<file path="config.mk">
export PLATFORM = sky130hd
export DESIGN_NAME = encode_mod_rm
export DESIGN_NICKNAME = d
export VERILOG_FILES = /design/src/rtl/encode_mod_rm.sv
export SDC_FILE = /design/constraint.sdc
export NUM_CORES = 1
export LEC_CHECK = 0
export ABC_CLOCK_PERIOD_IN_PS = 2250
export CAP_MARGIN = 20
export CORE_AREA = 2 2 80 82
export CTS_CLUSTER_DIAMETER = 60
export DETAILED_ROUTE_END_ITERATION = 6
export DIE_AREA = 0 0 82 84
export PLACE_DENSITY = 0.78
export SETUP_SLACK_MARGIN = 0.02
export SYNTH_ARGS = -nofsm -noshare
export SYNTH_HDL_FRONTEND = slang
export SYNTH_SLANG_ARGS = --single-unit
</file>
<file path="constraint.sdc">
create_clock -name clock -period 2.25 [get_ports clock]
set_input_delay 0.225 -clock clock [delete_from_list [all_inputs] [get_ports clock]]
set_output_delay 0.225 -clock clock [all_outputs]
set_load 0.01 [all_outputs]
</file>
<file path="src/rtl/encode_mod_rm.sv">
// encode_mod_rm
//   Serializes an x86 ModR/M encoding (ModR/M, optional SIB, 0/1/2/4-byte
//   little-endian displacement) onto a byte stream with valid/ready handshake.
//
// Ports
//   clock, reset        rising-edge clock, async active-high reset
//   req_valid/req_ready request handshake; fields latched on acceptance
//   addr_size_32        1 = 32-bit addressing rules, 0 = 16-bit
//   mod, reg_fld, rm    ModR/M fields (reg_fld carries the "reg" field;
//                       "reg" itself is a reserved word)
//   scale, index, base  SIB fields
//   disp                displacement, low 1/2/4 bytes used
//   out_valid/out_ready output handshake, one byte per transfer
//   out_byte, out_last  current byte, final-byte flag
//   out_length          total bytes of the encoding in flight (1..6)
module encode_mod_rm (
    input  logic        clock,
    input  logic        reset,
    input  logic        req_valid,
    output logic        req_ready,
    input  logic        addr_size_32,
    input  logic [1:0]  mod,
    input  logic [2:0]  reg_fld,
    input  logic [2:0]  rm,
    input  logic [1:0]  scale,
    input  logic [2:0]  index,
    input  logic [2:0]  base,
    input  logic [31:0] disp,
    output logic        out_valid,
    input  logic        out_ready,
    output logic [7:0]  out_byte,
    output logic        out_last,
    output logic [2:0]  out_length
);

    typedef enum logic [1:0] {IDLE, MODRM, SIB, DISP} state_t;

    typedef struct packed {
        logic [7:0]  modrm;
        logic [7:0]  sib;
        logic [31:0] disp;
        logic        sib_en;
        logic [2:0]  dlen;
    } enc_t;

    state_t     state, state_nxt;
    enc_t       enc;
    logic [1:0] idx;
    logic       init_done;
    logic       need_sib;
    logic [2:0] dlen_in;
    logic       accept, fire, disp_last;

    // Decode of the incoming request, used only at acceptance.
    assign need_sib = addr_size_32 && (mod != 2'b11) && (rm == 3'b100);

    always_comb begin
        dlen_in = 3'd0;
        if (addr_size_32) begin
            case (mod)
                2'b00: if (rm == 3'b101 || (need_sib && base == 3'b101)) dlen_in = 3'd4;
                2'b01: dlen_in = 3'd1;
                2'b10: dlen_in = 3'd4;
                default: dlen_in = 3'd0;
            endcase
        end else begin
            case (mod)
                2'b00: if (rm == 3'b110) dlen_in = 3'd2;
                2'b01: dlen_in = 3'd1;
                2'b10: dlen_in = 3'd2;
                default: dlen_in = 3'd0;
            endcase
        end
    end

    // init_done keeps req_ready low while reset is held and lets it rise on
    // the first edge after release, even though the state is already IDLE.
    assign req_ready = (state == IDLE) && init_done;
    assign accept    = req_valid && req_ready;
    assign out_valid = (state != IDLE);
    assign fire      = out_valid && out_ready;
    assign disp_last = ({1'b0, idx} == (enc.dlen - 3'd1));

    always_comb begin
        state_nxt = state;
        out_byte  = 8'h00;
        out_last  = 1'b0;
        case (state)
            IDLE: begin
                if (accept) state_nxt = MODRM;
            end
            MODRM: begin
                out_byte = enc.modrm;
                out_last = !enc.sib_en && (enc.dlen == 3'd0);
                if (fire) begin
                    if (enc.sib_en)            state_nxt = SIB;
                    else if (enc.dlen != 3'd0) state_nxt = DISP;
                    else                       state_nxt = IDLE;
                end
            end
            SIB: begin
                out_byte = enc.sib;
                out_last = (enc.dlen == 3'd0);
                if (fire) state_nxt = (enc.dlen != 3'd0) ? DISP : IDLE;
            end
            DISP: begin
                out_byte = enc.disp[{idx, 3'b000} +: 8];
                out_last = disp_last;
                if (fire && disp_last) state_nxt = IDLE;
            end
            default: state_nxt = IDLE;
        endcase
    end

    always_ff @(posedge clock or posedge reset) begin
        if (reset) begin
            state      <= IDLE;
            init_done  <= 1'b0;
            enc        <= '0;
            idx        <= 2'd0;
            out_length <= 3'd0;
        end else begin
            state     <= state_nxt;
            init_done <= 1'b1;
            if (accept) begin
                enc.modrm  <= {mod, reg_fld, rm};
                enc.sib    <= {scale, index, base};
                enc.disp   <= disp;
                enc.sib_en <= need_sib;
                enc.dlen   <= dlen_in;
                out_length <= 3'd1 + {2'b00, need_sib} + dlen_in;
            end
            // Byte index walks the displacement; cleared outside DISP.
            if (state != DISP)  idx <= 2'd0;
            else if (fire)      idx <= idx + 2'd1;
        end
    end

endmodule

</file>
### Word-level counts from Yosys, hierarchy flattened

Index checks and enable logic that the tools add are counted.

* $add $sub $neg: 4
* multiply operators: 0
* divide/modulo/power cells: 0
* order comparisons: 0
* equality and inequality tests: 16
* shift-type cells: 1
* muxes and demuxes: 16
* bitwise operators: 0
* reductions and logical operators: 17

Operators by type and width (number)
* variable part select 32 x 6 -> 8 bit: 1
* one-hot mux 8 bit (3 select lines): 1
* 2-to-1 mux 2 bit: 9
* one-hot mux 3 bit (3 select lines): 2
* == test 3 bit (second input constant): 4
* != test 2 bit (second input constant): 6
* logical AND 1 bit: 8
* one-hot mux 2 bit (4 select lines): 1
* == test 2 bit (second input constant): 3
* 2-to-1 mux 3 bit: 2
* == test 2 x 1 -> 1 bit (second input constant): 2
* logical NOT 2 bit: 2
* AND reduction 4 bit: 1
* nonzero test 2 bit: 2
* adder 2 x 3 -> 3 bit: 1
* == test 2 x 3 -> 1 bit: 1
* logical NOT 3 bit: 1
* one-hot mux 1 bit (3 select lines): 1
* nonzero test 3 bit: 1
* subtractor 3 x 1 -> 3 bit (second input constant): 1
* adder 1 x 1 -> 2 bit (first input constant): 1
* adder 2 x 1 -> 2 bit (second input constant): 1
* logical NOT 1 bit: 1
* logical OR 1 bit: 1

* flip-flop bits (word level): 60
* bits in latches: 0
* RAM bits: 0
* memory bits (read-only): 0
* input bits: 53
* output and inout bits: 14
* logic and storage cells: 63
* memories kept: 0

### Logic depth before layout (Yosys ltp)

Gate-level depths: netlist of the first run.

* word-level depth: 9
* gate-level depth with buffers: 7
* depth with buffers taken out: 7

### Worst setup path before layout of the first run

No wires, ideal clock.

* kind: register to output
* start: register idx[0]
* end: output port out_byte[0]
* arrival time: 1.462 ns
* required time: 2.025 ns
* slack: 0.563 ns
* cell stages (with the launch flop): 5
* buffers on the path: 1
* cell sequence: dfrtp_1 buf_6 mux4_2 mux2_2 a22o_1

* longest elaborated chain between the ends: 2

RTL lines
* start, declared: RTL line 48 `logic [1:0] idx;`
* start signal, assigned: RTL line 135 `else if (fire) idx <= idx + 2'd1;`
* variable part select 32 x 6 -> 8 bit: RTL line 107 `out_byte = enc.disp[{idx, 3'b000} +: 8];`
* one-hot mux 8 bit (3 select lines): RTL line 88 `case (state)`
* end, declared: RTL line 31 `output logic [7:0] out_byte,`

Every way passes these cells.

### Worst setup path after layout of the first run

* start: register idx[0]
* end: output port out_byte[5]

Same word-level chain as after synthesis.

==> impl_metrics.py, run 1 <==
metrics = {
    "grt": {
        "grt_pass1_wl_mm": 11.3,
        "gr-usage-all-layers_pct": 21.8,
        "gr-usage-met1_pct": 30.9,
        "grtUsageMet2_pct": 31.8,
        "top_usage_layer": "met2",
        "overflow": 0,
        "antenna_found_initial": 0,
        "grt_max_degree": 47,
        "met3_usage_pct": 5.52,
        "grt_pass1_vias": 2423,
    },
    "yosys": {
        "synthAdderAreaFrac_pct": 1.72,
        "netlist-cell-type-count": 34,
        "ys_seq_elements": 60,
        "syn_nets": 372,
        "synth_cells": 315,
        "syn_area_per_cell_sq_um": 9.24,
        "synth-simple-area-share_pct": 23.7,
        "synth_compound_area_share_pct": 6.06,
        "synth_top_family_by_area": "simple AND/OR/NAND/NOR gates",
        "synth_mux_area_share_pct": 10.2,
        "ys_seq_area_share_pct": 51.6,
        "synth_warnings": 0,
        "synth_area_sq_um": 2910,
        "synth_xor_area_share_pct": 1.80,
    },
    "drt": {
        "first_pass_iters": 4,
        "routed_wl_mm": 6.71,
        "viasPerCell": 5.03,
        "drtIter0Drc": 185,
        "drc": 0,
        "ant_nets": 0,
        "via_count": 2363,
        "post_drt_wl_per_cell_um": 14.3,
    },
    "run": {
        "maxCapViolations": 0,
    },
    "place": {
        "post-place-cells": 453,
        "place_hpwl_mm": 4.78,
        "placement.io_buffers": 66,
        "gp_congestion": 0.837,
    },
    "setup_path": {
        "cp.arrival_ns": 2.01,
        "worst-setup-path-type": "flip-flop to primary output",
        "r2r_setup_slack_ns": 0.44,
        "worstSetupEndpointType": "primary output",
        "worst-path-max-fanout": 4,
        "ff2ff_path_depth": 5,
        "worstPathRequired_ns": 2.03,
        "cp-start-kind": "flip-flop",
        "r2r_end": "state[0]",
        "reg2reg_from": "state[1]",
    },
    "timing": {
        "max_slew_margin_pct": 58.1,
        "rsz0062_at_grt": "true",
        "fin_crit_ns": 2.23,
        "finalSetupViolCount": 0,
        "maxClockFrequency_mhz": 448,
        "worstMarginPinSlew_ns": 0.628,
        "finalSetupTns_ns": 0,
        "finalClockSkew_ns": 0.00574,
        "final_hold_viol_count": 0,
        "drv_slew": 0,
        "layout_worst_path_cycle_share_pct": 99.2,
    },
    "pwr": {
        "p_leak_nw": 1.94,
        "total_power_w": 0.00460,
        "ir_drop_uv": 605,
        "p_per_area_nw_per_um2": 1190,
    },
    "cts": {
        "clk_pin_slew_ns": 0.06,
        "cts_buffers": 9,
        "cts_buffer_depth": 2,
        "cts_hold_buf": 0,
        "cts.sink_count": 60,
        "h-tree-depth": 3,
        "cts_tree": "yes",
        "clock_latency_ns": 0.33,
        "cts-root-buf": "clkbuf_8",
    },
    "floorplanning": {
        "dieArea_sq_um": 6890,
        "core_area_sq_um": 6100,
        "fp-row-count": 29,
        "start_util_pct": 47.8,
        "die-height_um": 84,
        "ios": 67,
        "die_w_um": 82,
    },
    "cells_and_area": {
        "nNetsFinal": 450,
        "n_antenna_cell": 0,
        "layout_commonest_cell": "nand2_1",
        "layout-drive-gt1-share_pct": 13.7,
        "finalNonFillerCells": 470,
        "areaGrowthSynthToFinish_pct": 33.3,
        "final_cell_mix": "157 x nand2_1, 60 x dfrtp_1, 57 x clkdlybuf4s50_1",
        "final_core_util_pct": 63.7,
    },
    "outcome": {
        "status": "completed",
    },
    "min_path": {
        "hp-class": "input port to asynchronous set/reset pin",
    },
}
-- where the power goes --
part	internal [W]	switching, W	total, W	leakage (nW)
logic	0.00102	0.000925	0.00195	1.11
clock network	0.000366	0.000368	0.000734	0.0698
registers	0.00160	0.000325	0.00192	0.753
total	0.00299	0.00162	0.00460	1.94
-- synth_stat cells --
library cell	instances	area (sq um)
a21o_1	1	7.51
a21oi_1	3	15.0
a22o_1	7	61.3
a22oi_1	1	7.51
a31oi_1	3	18.8
and2_1	1	6.26
buf_2	6	30.0
buf_4	1	7.51
buf_6	4	45.0
clkbuf_1	7	26.3
conb_1	1	3.75
dfrtp_1	60	1500
ha_1	4	50.1
inv_1	8	30.0
mux2_2	8	90.1
mux2i_1	2	20.0
mux4_1	2	52.6
mux4_2	6	135
nand2_1	157	589
nand2b_1	2	12.5
nand3_1	3	15.0
nand3b_1	1	7.51
nand4b_1	1	8.76
nor2_1	4	15.0
nor3_1	2	10.0
nor4bb_1	2	20.0
o211ai_1	1	7.51
o21ai_0	7	35.0
o22a_1	1	8.76
o22ai_1	1	6.26
o2bb2ai_1	1	8.76
or2_2	1	6.26
xnor2_1	2	17.5
xor2_1	4	35.0
-- area by class of cell --
| cell class | count | area, sq um |
|---|---|---|
| Fill cell | 490 | 2210 |
| Sequential cell | 60 | 1500 |
| Multi-Input combinational cell | 229 | 1310 |
| Timing Repair Buffer | 85 | 811 |
| Clock buffer | 10 | 128 |
| Tap cell | 77 | 96.3 |
| Inverter | 8 | 30.0 |
| Clock inverter | 1 | 5.00 |
-- critical path, cell delays in order (launching register included) --
cell	delay (ns)
dfrtp_1	0.35
buf_6	0.11
buf_6	0.11
mux4_2	0.50
mux2_4	0.27
a22o_1	0.19
buf_2	0.14
-- routing by layer --
metal / vias up / routed length, um
met5: - / 0
met4: 0 / 113
met3: 10 / 383
met2: 76 / 3080
met1: 1105 / 3130
li1: 1172 / -
-- metrics by stage --
step | setup WS, ns | hold WS, ns | instance area, sq um
floorplan | 0.540 | 0.330 | 2910
global placement | 0.0756 | 0.453 | 3700
detailed placement | 0.0299 | 0.461 | 3700
CTS | 0.0200 | 0.302 | 3850
global route | -0.0332 | 0.369 | 3880
finish | 0.0171 | 0.291 | 3880
-- state kept, by name, indices dropped and copies added, names as in the netlist --
register / flops
enc: 52
idx: 2
init_done: 1
out_length: 3
state: 2
-- how the worst max path moves through the flow --
stage / endpoint / startpoint / cells after the start
2_1_floorplan: enc[0] / reset / 1
3_3_place_gp: out_byte[4] / idx[0] / 5
3_5_place_dp: out_byte[0] / idx[0] / 5
4_1_cts: out_byte[2] / idx[0] / 5
5_1_grt: out_byte[5] / idx[0] / 6
6_report: out_byte[5] / idx[0] / 6
-- timing repair --
item	4_1_cts	5_1_grt
gates cloned	0	0
setup buffers	3	3
gates resized for setup	34	5
endpoints found under the setup margin	9	8
-- cell families after synthesis --
family,Yosys count
fa+ha+maj,4
compound gates,26
buf+inv,26
xor+xnor,6
flops,60
mux,18
other cells,1
simple gates,174
No activity file was read; power rests on OpenSTA's default activity.
==> run 2: changes to the inputs <==
--- a/config.mk
+++ b/config.mk
@@ -16,3 +16,4 @@
 export SYNTH_ARGS = -nofsm -noshare
 export SYNTH_HDL_FRONTEND = slang
 export SYNTH_SLANG_ARGS = --single-unit
+export TNS_END_PERCENT = 5
==> run 2 against run 1 <==
- sequential cell count unchanged
- first-iteration DRC count decreased by 0.54%
- count of clock-buffer cells in the layout is the same
- largest cell class unchanged
- highest routed layer unchanged
==> impl_metrics.py, run 2 (same netlist as run 1, synthesis figures left out) <==
metrics = {
    "grt": {
        "grt_max_degree": 47,
        "gr-usage-all-layers_pct": 21.5,
        "overflow": 0,
        "grt_pass1_wl_mm": 11.1,
        "antenna_found_initial": 0,
        "grt_pass1_vias": 2422,
    },
    "cts": {
        "h-tree-depth": 3,
        "cts_tree": "yes",
        "cts_buffer_depth": 2,
        "clk_pin_slew_ns": 0.06,
        "cts.sink_count": 60,
        "cts_hold_buf": 0,
        "cts_buffers": 9,
        "clock_latency_ns": 0.33,
        "cts-root-buf": "clkbuf_8",
    },
    "drt": {
        "first_pass_iters": 4,
        "drc": 0,
        "via_count": 2380,
        "routed_wl_mm": 6.77,
        "drtIter0Drc": 184,
        "post_drt_wl_per_cell_um": 14.5,
        "ant_nets": 0,
        "viasPerCell": 5.09,
    },
    "outcome": {
        "status": "completed",
    },
    "timing": {
        "fin_crit_ns": 2.24,
        "layout_worst_path_cycle_share_pct": 99.5,
        "drv_slew": 0,
        "max_slew_margin_pct": 58.7,
        "final_hold_viol_count": 0,
        "finalClockSkew_ns": 0.00519,
        "worstMarginPinSlew_ns": 0.619,
        "finalSetupViolCount": 0,
        "maxClockFrequency_mhz": 447,
        "rsz0062_at_grt": "true",
        "finalWorstSetupSlack_ns": 0.0124,
    },
    "cells_and_area": {
        "areaGrowthSynthToFinish_pct": 32.6,
        "n_antenna_cell": 0,
        "largest_reg_flops": 52,
        "nNetsFinal": 448,
        "largest_register": "enc",
        "final_cell_mix": "157 x nand2_1, 60 x dfrtp_1, 57 x clkdlybuf4s50_1",
        "layout-drive-gt1-share_pct": 13.6,
        "top_regs": "enc (52), out_length (3)",
        "fin_area_sq_um": 3860,
        "layout_commonest_cell": "nand2_1",
    },
    "pwr": {
        "switching_share_pct": 35.3,
        "p_leak_nw": 1.93,
        "ir_drop_uv": 597,
        "p_int_w": 0.00298,
        "combPwrFrac_pct": 42.1,
        "p_sw_w": 0.00163,
        "power_frac_seq_pct": 41.9,
        "clkPwrFrac_pct": 15.9,
        "p_per_area_nw_per_um2": 1190,
    },
    "run": {
        "maxCapViolations": 0,
    },
    "place": {
        "gp_congestion": 0.837,
        "place_hpwl_mm": 4.78,
        "placement.io_buffers": 66,
        "place_ws_ns": 0.0299,
        "placed_cell_area_sq_um": 3700,
    },
    "floorplanning": {
        "fp-row-count": 29,
        "start_util_pct": 47.8,
        "die-height_um": 84,
        "die_w_um": 82,
        "core_area_sq_um": 6100,
        "ios": 67,
        "dieArea_sq_um": 6890,
    },
    "setup_path": {
        "worst-path-max-fanout": 4,
        "cp.arrival_ns": 2.01,
        "reg2reg_from": "state[1]",
        "worst-setup-path-type": "flip-flop to primary output",
        "worstPathRequired_ns": 2.03,
        "cp-start-kind": "flip-flop",
        "critPathLaunch": "idx[0]",
        "worstSetupEndpointType": "primary output",
    },
    "min_path": {
        "hp-class": "input port to asynchronous set/reset pin",
    },
}
[run 2: cell count changes in the layout (fill, tap and decap cells not counted), sizes merged]
cell	delta
dlymetal6s2s	+1
buf	-3
clkdlybuf4s15	-1
clkbuf	+2
dlygate4sd2	-1
[run 2: power by group through the flow]
stage	Clock, W	Combinational (W)	Sequential [W]
floorplan	0	0.00129	0.00182
global placement	0	0.00187	0.00192
detailed placement	0	0.00195	0.00193
CTS	0.000754	0.00193	0.00192
global route	0.000786	0.00217	0.00199
finish	0.000732	0.00194	0.00193
[run 2: metrics by stage]
| step | hold WS, ns | util (%) | cells | setup TNS [ns] | total power, W |
|---|---|---|---|---|---|
| floorplan | 0.330 | - | 315 | 0 | 0.00310 |
| global placement | 0.453 | 60.7 | 453 | 0 | 0.00379 |
| global route | 0.365 | 63.3 | 468 | -0.133 | 0.00495 |
| detailed placement | 0.461 | 60.7 | 453 | 0 | 0.00388 |
| finish | 0.287 | 63.3 | 468 | 0 | 0.00460 |
| CTS | 0.302 | 63.2 | 466 | -0.650 | 0.00460 |
[run 2: cell type report]
cell class / count / area [sq um]
Inverter: 8 / 30.0
Sequential cell: 60 / 1500
Clock inverter: 1 / 5.00
Tap cell: 77 / 96.3
Fill cell: 492 / 2230
Multi-Input combinational cell: 229 / 1310
Clock buffer: 10 / 128
Timing Repair Buffer: 83 / 795
[run 2: layer usage]
metal / vias up / routed length (um) / GRT usage, %
li1: 1171 / - / -
met1: 1121 / 3100 / 30.1
met2: 78 / 3100 / 31.4
met3: 10 / 455 / 5.52
met4: 0 / 112 / 9.24
met5: - / 0 / 0
[run 2: worst max-delay path, stage by stage, from the launching register on]
cell and delay, ns:
dfrtp_1 0.35, buf_6 0.11, buf_6 0.11, mux4_2 0.50
mux2_4 0.27, a22o_1 0.19, buf_2 0.14
[run 2: final timing paths]
path	endpoint	slack (ns)	cells past startpoint
max	out_byte[5]	0.01	6
max in group asynchronous	enc[22]	1.37	3
max reg2reg	state[0]	0.43	5
min in group clock	enc[39]	0.41	3
min	enc[41]	0.29	2
min reg2reg	enc[27]	0.47	2
[run 2: repair_timing]
action,in CTS,in global routing
buffers inserted,2,2
resized for setup,24,14
endpoints found under the setup margin,9,8
